## src/rtl/enigma_rotor_core_if.sv

```systemverilog
// Symbol stream between the enigma wrapper and the rotor core.
// Signal names follow the core's port names so both sides read the same.
interface enigma_rotor_core_if #(
    parameter int SYMB_W = 7
);
    logic [SYMB_W-1:0] in_en_i;
    logic              en_val_i;
    logic [SYMB_W-1:0] out_en_o;
    logic              encod_val_o;

    modport master (output in_en_i, en_val_i, input out_en_o, encod_val_o);
    modport slave  (input in_en_i, en_val_i, output out_en_o, encod_val_o);
endinterface

```

## src/rtl/enigma_rotor_core.sv

```systemverilog
// Three-rotor reflector cipher: self-reciprocal substitution with odometer stepping.
// Two-stage pipeline, one symbol per cycle, no backpressure.
module enigma_rotor_core #(
    parameter int SYMB_W = 7,
    parameter int ALPH   = 26
) (
    input  logic                clk_i,
    input  logic                rst_n_i,
    input  logic                key_load_i,
    input  logic [14:0]         key_i,
    enigma_rotor_core_if.slave  sym_if,
    output logic                err_o,
    output logic [14:0]         pos_o,
    output logic [7:0]          symb_cnt_o
);

    // Reduce 0..3*ALPH-1 into 0..ALPH-1 without a divider.
    function automatic logic [4:0] mod_alph(input logic [6:0] v);
        if (v >= 7'(2 * ALPH))
            return 5'(v - 7'(2 * ALPH));
        else if (v >= 7'(ALPH))
            return 5'(v - 7'(ALPH));
        else
            return 5'(v);
    endfunction

    function automatic logic [4:0] inc_rotor(input logic [4:0] p);
        return (p == 5'(ALPH - 1)) ? 5'd0 : p + 5'd1;
    endfunction

    function automatic logic [14:0] step_pos(input logic [14:0] p);
        logic [4:0] n0, n1, n2;
        n0 = inc_rotor(p[4:0]);
        n1 = (p[4:0] == 5'(ALPH - 1)) ? inc_rotor(p[9:5]) : p[9:5];
        n2 = (p[4:0] == 5'(ALPH - 1) && p[9:5] == 5'(ALPH - 1)) ? inc_rotor(p[14:10]) : p[14:10];
        return {n2, n1, n0};
    endfunction

    logic [14:0] pos_q, pos_d, pos_base;
    logic [7:0]  cnt_q, cnt_d;
    logic        err_q, err_d;
    logic        sym_ok, key_ok, load_ok;
    logic [4:0]  s_p0, psum_p0;
    logic [6:0]  sum_p0;

    logic        vld_p1_q;
    logic [4:0]  s_p1_q, psum_p1_q;
    logic [6:0]  yraw_p1;
    logic [4:0]  y_p1;

    logic              vld_p2_q;
    logic [SYMB_W-1:0] out_en_p2_q, out_en_p2_d;

    always_comb begin
        sym_ok  = sym_if.en_val_i && (sym_if.in_en_i != '0) &&
                  (sym_if.in_en_i <= SYMB_W'(ALPH));
        key_ok  = (key_i[4:0] <= 5'(ALPH - 1)) && (key_i[9:5] <= 5'(ALPH - 1)) &&
                  (key_i[14:10] <= 5'(ALPH - 1));
        load_ok = key_load_i && key_ok;
        err_d   = (sym_if.en_val_i && !sym_ok) || (key_load_i && !key_ok);

        // A valid key in the same cycle as a symbol is used for that symbol.
        pos_base = load_ok ? key_i : pos_q;
        pos_d    = sym_ok ? step_pos(pos_base) : pos_base;
        if (load_ok)
            cnt_d = sym_ok ? 8'd1 : 8'd0;
        else
            cnt_d = cnt_q + {7'd0, sym_ok};

        s_p0    = 5'(sym_if.in_en_i - SYMB_W'(1));
        sum_p0  = {2'b00, pos_base[4:0]} + {2'b00, pos_base[9:5]} + {2'b00, pos_base[14:10]};
        psum_p0 = mod_alph(sum_p0);
    end

    // 77 - s - 2P is congruent to 25 - s - 2P and stays in 2..77.
    always_comb begin
        yraw_p1     = 7'(3 * ALPH - 1) - {2'b00, s_p1_q} - {1'b0, psum_p1_q, 1'b0};
        y_p1        = mod_alph(yraw_p1);
        out_en_p2_d = vld_p1_q ? (SYMB_W'(y_p1) + SYMB_W'(1)) : '0;
    end

    always_ff @(posedge clk_i or negedge rst_n_i) begin
        if (!rst_n_i) begin
            pos_q       <= '0;
            cnt_q       <= '0;
            err_q       <= 1'b0;
            vld_p1_q    <= 1'b0;
            vld_p2_q    <= 1'b0;
            out_en_p2_q <= '0;
        end else begin
            pos_q       <= pos_d;
            cnt_q       <= cnt_d;
            err_q       <= err_d;
            vld_p1_q    <= sym_ok;
            vld_p2_q    <= vld_p1_q;
            out_en_p2_q <= out_en_p2_d;
        end
    end

    // Stage 1 data: qualified by vld_p1_q, so it needs no reset.
    always_ff @(posedge clk_i) begin
        s_p1_q    <= s_p0;
        psum_p1_q <= psum_p0;
    end

    assign sym_if.out_en_o    = out_en_p2_q;
    assign sym_if.encod_val_o = vld_p2_q;
    assign err_o              = err_q;
    assign pos_o              = pos_q;
    assign symb_cnt_o         = cnt_q;

endmodule

```

## src/flat_wrapper.sv

```systemverilog
// flat-port wrapper written by rule: the top's interface ports become plain ports
module enigma_rotor_core_flat 
#(
    parameter int SYMB_W = 7,
    parameter int ALPH   = 26
)
  (clk_i, rst_n_i, key_load_i, key_i, err_o, pos_o, symb_cnt_o, sym_if_in_en_i, sym_if_en_val_i, sym_if_out_en_o, sym_if_encod_val_o);
  enigma_rotor_core_if #(.SYMB_W(SYMB_W)) sym_if_i ();
  input  logic clk_i;
  input  logic rst_n_i;
  input  logic key_load_i;
  input  logic [14:0] key_i;
  output logic err_o;
  output logic [14:0] pos_o;
  output logic [7:0] symb_cnt_o;
  input wire logic [$bits(sym_if_i.in_en_i)-1:0] sym_if_in_en_i;
  input wire logic [$bits(sym_if_i.en_val_i)-1:0] sym_if_en_val_i;
  output wire logic [$bits(sym_if_i.out_en_o)-1:0] sym_if_out_en_o;
  output wire logic [$bits(sym_if_i.encod_val_o)-1:0] sym_if_encod_val_o;
  assign sym_if_i.in_en_i = sym_if_in_en_i;
  assign sym_if_i.en_val_i = sym_if_en_val_i;
  assign sym_if_out_en_o = sym_if_i.out_en_o;
  assign sym_if_encod_val_o = sym_if_i.encod_val_o;
  enigma_rotor_core #(.SYMB_W(SYMB_W), .ALPH(ALPH)) u_core (.clk_i(clk_i), .rst_n_i(rst_n_i), .key_load_i(key_load_i), .key_i(key_i), .sym_if(sym_if_i), .err_o(err_o), .pos_o(pos_o), .symb_cnt_o(symb_cnt_o));
endmodule
```

## config.mk

```make
export PLATFORM = sky130hd
export DESIGN_NAME = enigma_rotor_core_flat
export DESIGN_NICKNAME = d
export VERILOG_FILES = /design/src/rtl/enigma_rotor_core_if.sv /design/src/rtl/enigma_rotor_core.sv /design/src/flat_wrapper.sv
export SDC_FILE = /design/constraint.sdc
export NUM_CORES = 1
export LEC_CHECK = 0
export CORE_MARGIN = 10
export CORE_UTILIZATION = 45
export DETAILED_ROUTE_END_ITERATION = 6
export HOLD_SLACK_MARGIN = 0.03
export PLACE_DENSITY = 0.73
export REMOVE_ABC_BUFFERS = 1
export SYNTH_ARGS = -nofsm -noshare
export SYNTH_HDL_FRONTEND = slang
export SYNTH_SLANG_ARGS = --single-unit
```

## constraint.sdc

```tcl
create_clock -name clk_i -period 5 [get_ports clk_i]
set_input_delay 0.75 -clock clk_i [delete_from_list [all_inputs] [get_ports clk_i]]
set_output_delay 0.75 -clock clk_i [all_outputs]
set_load 0.02 [all_outputs]
```

== Word-level counts from Yosys, hierarchy flattened ==
Cells that the tools add are included.
Storage, ports and cells
  flip-flop bits (word level): 43
  output and inout port bits: 32
  word-level logic and storage cells: 59
  input port bits: 26
Operators by class
  reduce and logical (&&, ||, !) cells: 12
  $lt $le $gt $ge: 8
  muxes and demuxes: 14
  equality and inequality tests: 3
  add/sub/neg operators: 14
Operators with widths (count)
  5-bit 2-to-1 mux: 9
  15-bit 2-to-1 mux: 2
  5-bit subtractor (second input constant): 4
  5-bit by 1-bit adder with 5-bit output (second input constant): 3
  5-bit == test (second input constant): 3
  5-bit <= comparator (second input constant): 3
  7-bit by 5-bit >= comparator with 1-bit output (second input constant): 2
  7-bit by 6-bit >= comparator with 1-bit output (second input constant): 2
  8-bit by 1-bit adder with 8-bit output: 1
  1-bit logical AND: 8
  8-bit 2-to-1 mux: 1
  6-bit by 5-bit adder with 7-bit output: 1
  7-bit by 5-bit <= comparator with 1-bit output (second input constant): 1
  7-bit 2-to-1 mux: 1
  7-bit nonzero test: 1
  7-bit by 5-bit subtractor with 7-bit output (first input constant): 1
  7-bit by 6-bit subtractor with 7-bit output: 1
  5-bit by 1-bit adder with 6-bit output (second input constant): 1
  5-bit by 5-bit adder with 6-bit output: 1
  5-bit by 1-bit subtractor with 5-bit output (second input constant): 1
  1-bit logical NOT: 2
  1-bit logical OR: 1
  1-bit 2-to-1 mux: 1

== Longest topological paths before layout ==
  word-level depth: 10
  mapped depth: 17
  depth with buffers taken out: 16

== Least setup slack after synthesis ==
No wires, ideal clock.
  path kind: input to register
  start point: input port key_i[11]
  end point: register u_core.psum_p1_q[4]
  stages on the path: 17
  data arrival time: 4329 ps
  path slack: 543 ps
  data required time: 4872 ps
  library setup time: 128 ps
  buffers on the path: 2
  cells stage by stage: o211ai_1 -> nand4_1 -> buf_2 -> buf_2 -> mux2i_1 -> inv_1 -> fa_1 -> ha_1 -> fa_1 -> inv_1 -> ha_1 -> nand2_1 -> o22ai_1 -> a211oi_1 -> or3_1 -> o21ai_0 -> xor2_1
Between the ends
  cells in the longest elaborated chain, start to end: 9
  elaborated cells between the ends (all ways): 12
  those cells by class: add/sub: 4; order compare: 3; mux: 3; reduce/logical: 2
Ends and longest elaborated chain
  from (decl): line flat_wrapper.sv:12  | input logic [14:0] key_i;
  5-bit <= comparator: line enigma_rotor_core.sv:58  | (key_i[14:10] <= 5'(ALPH - 1));
  1-bit logical AND: line enigma_rotor_core.sv:57  | key_ok = (key_i[4:0] <= 5'(ALPH - 1)) && (key_i[9:5] <= 5'(ALPH - 1)) &&
  1-bit logical AND: line enigma_rotor_core.sv:59  | load_ok = key_load_i && key_ok;
  15-bit 2-to-1 mux (*): line enigma_rotor_core.sv:63  | pos_base = load_ok ? key_i : pos_q;
  5-bit by 5-bit adder with 6-bit output: line enigma_rotor_core.sv:71  | sum_p0 = {2'b00, pos_base[4:0]} + {2'b00, pos_base[9:5]} + {2'b00, pos_base[14:10]};
  6-bit by 5-bit adder with 7-bit output (*): line enigma_rotor_core.sv:71
  7-bit by 5-bit >= comparator with 1-bit output / 5-bit subtractor (equally long branches): line enigma_rotor_core.sv:21, enigma_rotor_core.sv:22
  5-bit 2-to-1 mux: line enigma_rotor_core.sv:21  | else if (v >= 7'(ALPH))
  5-bit 2-to-1 mux (*): line enigma_rotor_core.sv:19  | if (v >= 7'(2 * ALPH))
  via u_core.psum_p0[4]: line enigma_rotor_core.sv:43  | logic [4:0] s_p0, psum_p0;
  to (signal assigned): line enigma_rotor_core.sv:103  | psum_p1_q <= psum_p0;
  to (decl): line enigma_rotor_core.sv:47  | logic [4:0] s_p1_q, psum_p1_q;
Mark *: on every way through the listed nets, which the timed path passes. The rest lies on a longest branch.

== Final worst setup path ==
Ends and elaborated chain as after synthesis.

==> insert_results.sql <==
INSERT INTO impl_metrics (metric_group, metric, value, unit) VALUES
('run_status', 'status', 'finished, final reports clean', ''),
('timing', 'final_skew', '6.87', 'ps'),
('synthesis', 'synth_ff_type', 'sky130_fd_sc_hd__dfrtp_1', ''),
('timing', 'final_max_slew_viol_count', '0', ''),
('power', 'power.density', '723', 'mW/mm²'),
('timing', 'final.setup.worst_slack', '418', 'ps'),
('route', 'drt-pass1-iter-count', '4', ''),
('critical_path', 'crit_buf_inv', '3', ''),
('clock_tree', 'insertion_delay', '300', 'ps'),
('route', 'wl_met3', '479', 'µm'),
('timing', 'min_period_over_period', '91.6', '%'),
('critical_path', 'timing.critical_path.max_delay_family', 'adder cells', ''),
('placement', 'place_area', '0.00371', 'mm²'),
('critical_path', 'critPathCaptureType', 'register', ''),
('power', 'portion_of_total_power_attributed_to_sequential_cells', '16.2', '%'),
('route', 'ant_nets', '0', ''),
('power', 'peakVddDrop', '0.475', 'mV'),
('floorplanning', 'floorplan.initialDensity', '46.7', '%'),
('worst_hold_path', 'hp-class', 'register to register', ''),
('clock_tree', 'post-cts-setup-buffer-count', '0', ''),
('global_routing', 'grt-ovfl-total', '0', ''),
('critical_path', 'cp.arrival', '4820', 'ps'),
('critical_path', 'worst-endpoint-required', '5240', 'ps'),
('timing', 'fin_crit', '4580', 'ps'),
('synthesis', 'asyncSetResetFlopFracSynth', '76.2', '%'),
('clock_tree', 'post_cts.resized_instances', '0', ''),
('synthesis', 'netlist_top_cells_count', 'sky130_fd_sc_hd__ha_1 (34), sky130_fd_sc_hd__inv_1 (34), sky130_fd_sc_hd__dfrtp_1 (32)', ''),
('clock_tree', 'root_buffer', 'sky130_fd_sc_hd__clkbuf_8', ''),
('critical_path', 'timing.critical_path.from_type', 'input pin', ''),
('synthesis', 'yosysTopAreaCell', 'sky130_fd_sc_hd__dfrtp_1', ''),
('synthesis', 'postSynthAreaPerCell', '9.36', 'µm²'),
('timing', 'timing.max_slew.rel_slack', '52.8', '%'),
('timing', 'final.setup.tns', '0', 'ps'),
('power', 'p_comb_share', '73.4', '%'),
('floorplanning', 'io_pins', '58', ''),
('synthesis', 'synth.cell_area', '0.00299', 'mm²'),
('route', 'drt-wirelength-per-cell', '15.0', 'µm'),
('synthesis', 'ys_warn_count', '0', ''),
('clock_tree', 'clk_transition_reported_paths', '90', 'ps'),
('critical_path', 'worstPathMaxFanout', '13', ''),
('clock_tree', 'cts-buffers-inserted', '5', ''),
('timing', 'holdWs', '431', 'ps'),
('synthesis', 'synth_cell_type_count', '51', ''),
('clock_tree', 'max-clock-path-buffers', '2', ''),
('global_routing', 'antenna_found_initial', '0', ''),
('placement', 'dp_worst_setup_slack', '169', 'ps'),
('critical_path', 'crit_type', 'input pin to register', ''),
('final_layout', 'drive_above_1_share', '7.16', '%'),
('route', 'met2WireLength', '3370', 'µm'),
('synthesis', 'synth-seq-cells', '42', ''),
('route', 'drc', '0', ''),
('clock_tree', 'cts_sinks', '42', ''),
('synthesis', 'synth_edf_count', '0', ''),
('final_layout', 'postLayoutCoreUtil', '59.9', '%'),
('power', 'netSwitchingFraction', '47.8', '%'),
('placement', 'finalWeightedCongestion', '0.868', ''),
('placement', 'dpl.hpwl', '5790', 'µm'),
('power', 'clockPowerShare', '10.3', '%'),
('synthesis', 'post_synthesis_sequential_area_ratio', '33.5', '%'),
('timing', 'report.final.setup_viol', '0', ''),
('floorplanning', 'die_area', '0.0103', 'mm²'),
('route', 'num_vias', '2524', ''),
('final_layout', 'stdcell_count', '468', ''),
('global_routing', 'first_global_vias', '2582', ''),
('final_layout', 'insertedDiodeCount', '0', ''),
('flow_run', 'maxCapViolCount', '0', ''),
('global_routing', 'globalRouteTotalUtil', '13.9', '%'),
('floorplanning', 'floorplan.core_area', '0.00639', 'mm²'),
('timing', 'worst-slew-pin-transition', '705', 'ps'),
('clock_tree', 'htree_levels', '2', ''),
('final_layout', 'post-route-cell-area', '0.00383', 'mm²');
[power groups by stage]
stage | clock [mW] | sequential (mW) | combinational, mW
after floorplan | 0 | 0.499 | 1.50
after global placement | 0 | 0.456 | 1.94
after detailed placement | 0 | 0.457 | 2.02
after CTS | 0.294 | 0.450 | 2.04
after global routing | 0.308 | 0.457 | 2.31
final | 0.286 | 0.449 | 2.03
[cells in the final DEF, fill, tap and decap left out, types with 2 or more instances in the layout]
cell / instances
sky130_fd_sc_hd__nand4_1: 3
sky130_fd_sc_hd__clkdlybuf4s50_1: 56
sky130_fd_sc_hd__clkbuf_8: 5
sky130_fd_sc_hd__nor2_1: 23
sky130_fd_sc_hd__a211oi_1: 2
sky130_fd_sc_hd__a21oi_1: 13
sky130_fd_sc_hd__ha_1: 34
sky130_fd_sc_hd__and3_1: 3
sky130_fd_sc_hd__a21o_1: 6
sky130_fd_sc_hd__nor3_1: 6
sky130_fd_sc_hd__nand2_1: 22
sky130_fd_sc_hd__xor2_1: 17
sky130_fd_sc_hd__buf_4: 12
sky130_fd_sc_hd__nor2b_1: 2
sky130_fd_sc_hd__o21bai_1: 2
sky130_fd_sc_hd__dfrtp_1: 32
sky130_fd_sc_hd__fa_1: 5
sky130_fd_sc_hd__nand2b_1: 4
sky130_fd_sc_hd__nand3_1: 14
sky130_fd_sc_hd__inv_1: 34
sky130_fd_sc_hd__and2_1: 2
sky130_fd_sc_hd__xnor2_1: 9
sky130_fd_sc_hd__mux2i_1: 18
sky130_fd_sc_hd__o21ai_0: 15
sky130_fd_sc_hd__or3_1: 3
sky130_fd_sc_hd__o211ai_1: 6
sky130_fd_sc_hd__o31ai_1: 3
sky130_fd_sc_hd__dfxtp_1: 10
sky130_fd_sc_hd__a31o_2: 2
sky130_fd_sc_hd__a211oi_2: 2
sky130_fd_sc_hd__o2bb2ai_1: 2
[registers in the layout, indices dropped and copies added, names as in the netlist]
name / count
u_core.pos_o: 15
u_core.symb_cnt_o: 8
u_core.sym_if.out_en_o: 6
u_core.psum_p1_q: 5
u_core.s_p1_q: 5
u_core.err_o: 1
u_core.sym_if.encod_val_o: 1
u_core.vld_p1_q: 1
[path summary, 6_finish.rpt]
check / start / endpoint / slack (ps) / cells past startpoint
setup / recovery: key_i[11] / u_core.psum_p1_q[4] / 420 / 17
hold / removal: u_core.vld_p1_q / u_core.sym_if.encod_val_o / 430 / 0
setup reg to reg: u_core.psum_p1_q[0] / u_core.sym_if.out_en_o[4] / 1420 / 14
hold reg to reg: u_core.vld_p1_q / u_core.sym_if.encod_val_o / 430 / 0
max in group asynchronous: rst_n_i / u_core.pos_o[12] / 3860 / 2
min in group asynchronous: rst_n_i / u_core.sym_if.out_en_o[4] / 840 / 2
[layout make-up]
class / count / area (µm²) / share of cell area, %
multi-input combinational: 239 / 1830 / 47.9
sequential: 42 / 1000 / 26.2
tap: 77 / 96.3 / 2.52
inverter: 34 / 128 / 3.33
clock inverter: 3 / 48.8 / 1.27
clock buffer: 5 / 68.8 / 1.80
timing repair buffer: 68 / 651 / 17.0
[cell families (layout without fill, tap and decap cells)]
| family | Yosys count | in the layout | synth area share [%] |
|---|---|---|---|
| other cells | 1 | 1 | 0.126 |
| mux | 19 | 19 | 6.50 |
| buf+inv | 38 | 110 | 5.03 |
| simple gates | 90 | 90 | 14.8 |
| xor+xnor | 26 | 26 | 7.63 |
| fa+ha+maj | 39 | 39 | 17.6 |
| compound gates | 64 | 64 | 14.8 |
| flops | 42 | 42 | 33.5 |
[layer usage]
layer / GRT usage, % / vias to the layer above
met5: 0 / -
met4: 5.89 / 0
met3: 3.47 / 15
met2: 22.6 / 65
met1: 17.0 / 1197
li1: - / 1247
No activity file was read; power rests on OpenSTA's default activity.
